File: src/rtl/data_sync_mc_pkg.sv
// Shared constants for the multi-channel destination-side bus synchroniser.
//   SYNC_MODE_LEVEL   : new-data event on a rising edge of the synchronised qualifier
//   SYNC_MODE_TOGGLE  : new-data event on any change of the synchronised qualifier
//   DEFAULT_NUM_STAGES: default depth of each qualifier synchroniser chain
package data_sync_mc_pkg;

    localparam int SYNC_MODE_LEVEL    = 0;
    localparam int SYNC_MODE_TOGGLE   = 1;
    localparam int DEFAULT_NUM_STAGES = 2;

endpackage

File: src/rtl/data_sync_chan.sv
// One synchroniser channel: qualifier sync chain, edge detect, bus capture,
// valid/ready hold with sticky overrun, and a toggle ack for the source domain.
// Ports:
//   i_clk, i_rst_n      destination clock, async active-low reset
//   i_bus               source data slice (held stable by the source around an event)
//   i_enable            qualifier from the source domain
//   i_ready             consumer accepts o_bus
//   i_overrun_clr       clears the sticky overrun flag
//   o_bus               captured data, held until the next load
//   o_pulse             one-cycle strobe on each load
//   o_valid             o_bus holds unconsumed data
//   o_overrun           event arrived while data was pending and not being accepted
//   o_ack               toggles once per accepted transfer
module data_sync_chan
    import data_sync_mc_pkg::*;
#(
    parameter int NUM_STAGES  = DEFAULT_NUM_STAGES,
    parameter int BUS_WIDTH   = 8,
    parameter int ENABLE_MODE = SYNC_MODE_LEVEL,
    parameter int OVERWRITE   = 1
) (
    input  logic                 i_clk,
    input  logic                 i_rst_n,
    input  logic [BUS_WIDTH-1:0] i_bus,
    input  logic                 i_enable,
    input  logic                 i_ready,
    input  logic                 i_overrun_clr,
    output logic [BUS_WIDTH-1:0] o_bus,
    output logic                 o_pulse,
    output logic                 o_valid,
    output logic                 o_overrun,
    output logic                 o_ack
);

    logic [NUM_STAGES-1:0] r_sync;
    logic                  r_prev;
    logic [BUS_WIDTH-1:0]  r_bus;
    logic                  r_pulse;
    logic                  r_valid;
    logic                  r_overrun;
    logic                  r_ack;

    logic w_sync_q;
    logic w_event;
    logic w_load;
    logic w_accept;

    assign w_sync_q = r_sync[NUM_STAGES-1];

    generate
        if (ENABLE_MODE == SYNC_MODE_TOGGLE) begin : g_toggle
            assign w_event = w_sync_q ^ r_prev;
        end else begin : g_level
            assign w_event = w_sync_q & ~r_prev;
        end
    endgenerate

    // With OVERWRITE set, an event always reloads even if the old data is unconsumed.
    assign w_load   = w_event & (~r_valid | i_ready | (OVERWRITE != 0));
    assign w_accept = r_valid & i_ready;

    always_ff @(posedge i_clk or negedge i_rst_n) begin
        if (!i_rst_n) begin
            r_sync    <= '0;
            r_prev    <= 1'b0;
            r_bus     <= '0;
            r_pulse   <= 1'b0;
            r_valid   <= 1'b0;
            r_overrun <= 1'b0;
            r_ack     <= 1'b0;
        end else begin
            r_sync  <= {r_sync[NUM_STAGES-2:0], i_enable};
            r_prev  <= w_sync_q;
            r_pulse <= w_load;

            if (w_load) begin
                r_bus <= i_bus;
            end

            // A load on the accept edge keeps the slice valid with the new data.
            if (w_load) begin
                r_valid <= 1'b1;
            end else if (w_accept) begin
                r_valid <= 1'b0;
            end

            // Setting has priority over a same-cycle clear.
            if (w_event & r_valid & ~i_ready) begin
                r_overrun <= 1'b1;
            end else if (i_overrun_clr) begin
                r_overrun <= 1'b0;
            end

            if (w_accept) begin
                r_ack <= ~r_ack;
            end
        end
    end

    assign o_bus     = r_bus;
    assign o_pulse   = r_pulse;
    assign o_valid   = r_valid;
    assign o_overrun = r_overrun;
    assign o_ack     = r_ack;

endmodule

File: src/rtl/data_sync_mc.sv
// Multi-channel destination-side bus synchroniser: NUM_CH independent
// data_sync_chan instances, each owning one BUS_WIDTH slice of the buses.
// Ports:
//   CLK, RST        destination clock, async active-low reset
//   UNSYNC_BUS      source data, channel i at [i*BUS_WIDTH +: BUS_WIDTH]
//   Bus_Enable      per-channel qualifier from the source domain
//   Data_Ready      per-channel consumer accept
//   Overrun_Clr     per-channel sticky overrun clear
//   SYNC_BUS        captured data, same slicing as UNSYNC_BUS
//   Enable_Pulse    per-channel one-cycle load strobe
//   Data_Valid      per-channel unconsumed-data flag
//   Overrun         per-channel sticky overrun flag
//   Sync_Ack        per-channel toggle per accepted transfer
module data_sync_mc
    import data_sync_mc_pkg::*;
#(
    parameter int NUM_STAGES  = DEFAULT_NUM_STAGES,
    parameter int BUS_WIDTH   = 8,
    parameter int NUM_CH      = 1,
    parameter int ENABLE_MODE = SYNC_MODE_LEVEL,
    parameter int OVERWRITE   = 1
) (
    input  logic                        CLK,
    input  logic                        RST,
    input  logic [NUM_CH*BUS_WIDTH-1:0] UNSYNC_BUS,
    input  logic [NUM_CH-1:0]           Bus_Enable,
    input  logic [NUM_CH-1:0]           Data_Ready,
    input  logic [NUM_CH-1:0]           Overrun_Clr,
    output logic [NUM_CH*BUS_WIDTH-1:0] SYNC_BUS,
    output logic [NUM_CH-1:0]           Enable_Pulse,
    output logic [NUM_CH-1:0]           Data_Valid,
    output logic [NUM_CH-1:0]           Overrun,
    output logic [NUM_CH-1:0]           Sync_Ack
);

    generate
        for (genvar g = 0; g < NUM_CH; g++) begin : g_ch
            data_sync_chan #(
                .NUM_STAGES  (NUM_STAGES),
                .BUS_WIDTH   (BUS_WIDTH),
                .ENABLE_MODE (ENABLE_MODE),
                .OVERWRITE   (OVERWRITE)
            ) u_chan (
                .i_clk         (CLK),
                .i_rst_n       (RST),
                .i_bus         (UNSYNC_BUS[g*BUS_WIDTH +: BUS_WIDTH]),
                .i_enable      (Bus_Enable[g]),
                .i_ready       (Data_Ready[g]),
                .i_overrun_clr (Overrun_Clr[g]),
                .o_bus         (SYNC_BUS[g*BUS_WIDTH +: BUS_WIDTH]),
                .o_pulse       (Enable_Pulse[g]),
                .o_valid       (Data_Valid[g]),
                .o_overrun     (Overrun[g]),
                .o_ack         (Sync_Ack[g])
            );
        end
    endgenerate

endmodule

File: config.mk
export PLATFORM = sky130hd
export DESIGN_NAME = data_sync_mc
export DESIGN_NICKNAME = d
export VERILOG_FILES = /design/src/rtl/data_sync_mc_pkg.sv /design/src/rtl/data_sync_chan.sv /design/src/rtl/data_sync_mc.sv
export SDC_FILE = /design/constraint.sdc
export NUM_CORES = 1
export LEC_CHECK = 0
export CAP_MARGIN = 15
export CELL_PAD_IN_SITES_DETAIL_PLACEMENT = 0
export CELL_PAD_IN_SITES_GLOBAL_PLACEMENT = 1
export CORE_MARGIN = 10
export CORE_UTILIZATION = 27
export CTS_CLUSTER_SIZE = 24
export DETAILED_ROUTE_END_ITERATION = 7
export PLACE_DENSITY = 0.73
export SLEW_MARGIN = 10
export SYNTH_ARGS = -nofsm -noshare
export SYNTH_HDL_FRONTEND = slang
export SYNTH_SLANG_ARGS = --single-unit
export TNS_END_PERCENT = 5
File: constraint.sdc
create_clock -name CLK -period 1 [get_ports CLK]
set_clock_uncertainty 0.1 [all_clocks]
set_input_delay 0.2 -clock CLK [delete_from_list [all_inputs] [get_ports CLK]]
set_output_delay 0.2 -clock CLK [all_outputs]
set_load 0.05 [all_outputs]
==> impl_metrics.toml <==
[global_route]
grt_util_met2_pct = 7.02
track_usage_pct = 5.76
grtUsageMet3_pct = 5.08
grt_max_degree = 16
grt_pass1_wl_mm = 1.87
grt_pass1_vias = 371
busiest_layer = "met2"
antenna_found_initial = 0
grt-ovfl-total = 0
use_met1_pct = 6.83

[sta]
rsz0062_at_grt = "yes"
fmax_ghz = 0.855
worst_pin_slew_ns = 0.152
finalCritPeriodShare_pct = 117
setup_violations = 20
fin_ws_ns = -0.170
holdWs_ns = 0.141
drv_slew = 0
hold_viol = 0
period_needed_ns = 1.17
slew_headroom_pct = 89.9

[floorplanning]
die-area_um2 = 4250
ioPinCount = 25
start_util_pct = 28.4
die_h_um = 65.2
std_cell_rows = 16
core_um2 = 1940
die_w_um = 65.2

[place]
port_buffers = 24
place.gp.congestion = 0.578
preCtsSetupSlack_ns = -0.161
dp_cells = 84

[final_layout]
fin_cells = 88
final_util_pct = 51.9
layout-drive-gt1-share_pct = 47.5
seq_area_um2 = 377
area_growth_pct = 83.2
diodes = 0
layout_common_cells = "dfrtp_1, buf_12, clkdlybuf4s50_1"
fin_nets = 75
nFillCells = 165
layout_commonest_cell = "dfrtp_1"
multi_input_area_um2 = 163

[clocking]
cts_tree = "yes"
clk_pin_slew_ns = 0.09
cts_sinks = 15
insertion_delay_ns = 0.27
htreeDepth = 1
clock_tree.root_cell = "clkbuf_4"
cts_hold_buf = 0
post_cts_buffers = 0
cts_buffers = 3
cts_buffer_depth = 2

[critical_path]
crit_fanout = 2
path_cells = "buf_12"
critPathBufInv = 1
worstSetupStartpointType = "flip-flop"
max_stage_delay_ns = 0.43
path_delay_family = "flip-flops"
cp_num_cells = 1
ff2ff_path_depth = 3
cp.required_ns = 0.70
worstSetupPathType = "reg2out"
endpoint_kind = "output pin"
critPathSlowestCell = "dfrtp_1"
critPathArrivalTime_ns = 0.87

[logic_synthesis]
syn-cell-area_um2 = 551
synth-seq-cells = 15
synth_fp_nets = 44
synth_area_per_cell_um2 = 17.8
synth_mux_area_share_pct = 21.8
synth-compound-area-share_pct = 1.14
synth_cell_types = 9
synth_xor_xnor_area_share_pct = 1.59
yosysSeqAreaShare_pct = 68.2
synthSimpleGateAreaFrac_pct = 5.00
yosysWarnings = 0
synthAdderAreaFrac_pct = 0
synth_top_family_by_area = "multiplexers"
synth_cells = 31

[power_and_ir_drop]
p_sw_uw = 638
p_clk_share_pct = 17.3
p_per_area_nw_per_um2 = 1890
pwr-share-comb_pct = 41.6
power.leakage_nw = 0.456
swShare_pct = 33.5
power_mw = 1.90
peakVddDrop_mv = 1.06
seq_power_share_pct = 41.1
intPower_mw = 1.27

[drt]
routed_wirelength_mm = 1.14
drcViolationCount = 0
vias = 344
vias_per_cell = 3.91
drt_pass1_iterations = 2
drtIter0Drc = 3
antenna_left = 0
avgRoutedWirePerCell_um = 12.9

[hold_path]
holdCritPathClass = "in2async"

[status]
violations = "negative setup slack"
outcome = "finished with violations"

[job]
cap_violations = 0
==> Yosys cell counts, drive strengths merged <==
master / count / share of area (%)
o22ai: 1 / 1.1
mux2: 8 / 22
xnor2: 1 / 1.6
nand2b: 2 / 3.6
inv: 2 / 2.3
nand2: 2 / 1.4
dfrtp: 15 / 68
==> area by class of cell <==
| cell class | instances | share of cell area [%] |
|---|---|---|
| Clock inverter | 1 | 0.496 |
| Multi-Input combinational cell | 14 | 16.1 |
| Timing Repair Buffer | 26 | 38.5 |
| Tap cell | 27 | 3.35 |
| Clock buffer | 3 | 2.23 |
| Sequential cell | 15 | 37.3 |
| Inverter | 2 | 1.99 |
==> path summary, 6_finish.rpt <==
kind	from	slack, ns	to
hold reg to reg	g_ch[0].u_chan.r_sync[0]	0.26	g_ch[0].u_chan.r_sync[1]
max in group asynchronous	RST	0.53	g_ch[0].u_chan.o_valid
setup reg to reg	g_ch[0].u_chan.r_sync[1]	-0.13	g_ch[0].u_chan.o_bus[4]
min in group CLK	g_ch[0].u_chan.r_sync[0]	0.26	g_ch[0].u_chan.r_sync[1]
hold / removal	RST	0.14	g_ch[0].u_chan.o_bus[5]
setup / recovery	g_ch[0].u_chan.o_bus[3]	-0.17	SYNC_BUS[3]
==> metrics by stage <==
stage,setup TNS (ns),instance area [um2]
after floorplan,-0.897,552
after global placement,-1.29,973
after detailed placement,-1.48,973
after CTS,-3.24,1000
after global routing,-3.69,1010
final,-2.84,1010
==> power groups by stage <==
stage                     sequential, mW  combinational (mW)  clock [mW]
after CTS                          0.785               0.804       0.353
after detailed placement           0.792               0.803           0
final                              0.782               0.792       0.329
after floorplan                     1.02               0.114           0
after global routing               0.791               0.821       0.380
after global placement             0.795               0.794           0
==> logic make-up after synthesis <==
group	count (synthesis)
muxes	8
DFF	15
buffers and inverters	2
AOI/OAI and AO/OA	1
xor gates and xnor gates	1
and+or+nand+nor	4
==> metal layers <==
layer,part of all wire [%],vias to the layer above
li1,-,164
met1,43,160
met2,42,20
met3,15,0
met4,0,0
met5,0,-
==> timing repair <==
| item | CTS | global route |
|---|---|---|
| endpoints found under the hold margin | 0 | 0 |
| gates resized for setup | 1 | 1 |
| endpoints found under the setup margin | 20 | 20 |
==> flip-flops by register name (all words and copies together) (netlist names) <==
register,flops
g_ch.u_chan.o_bus,8
g_ch.u_chan.r_sync,2
g_ch.u_chan.o_overrun,1
g_ch.u_chan.o_ack,1
g_ch.u_chan.o_valid,1
g_ch.u_chan.o_pulse,1
g_ch.u_chan.r_prev,1
(Power assumes the default switching activity.)
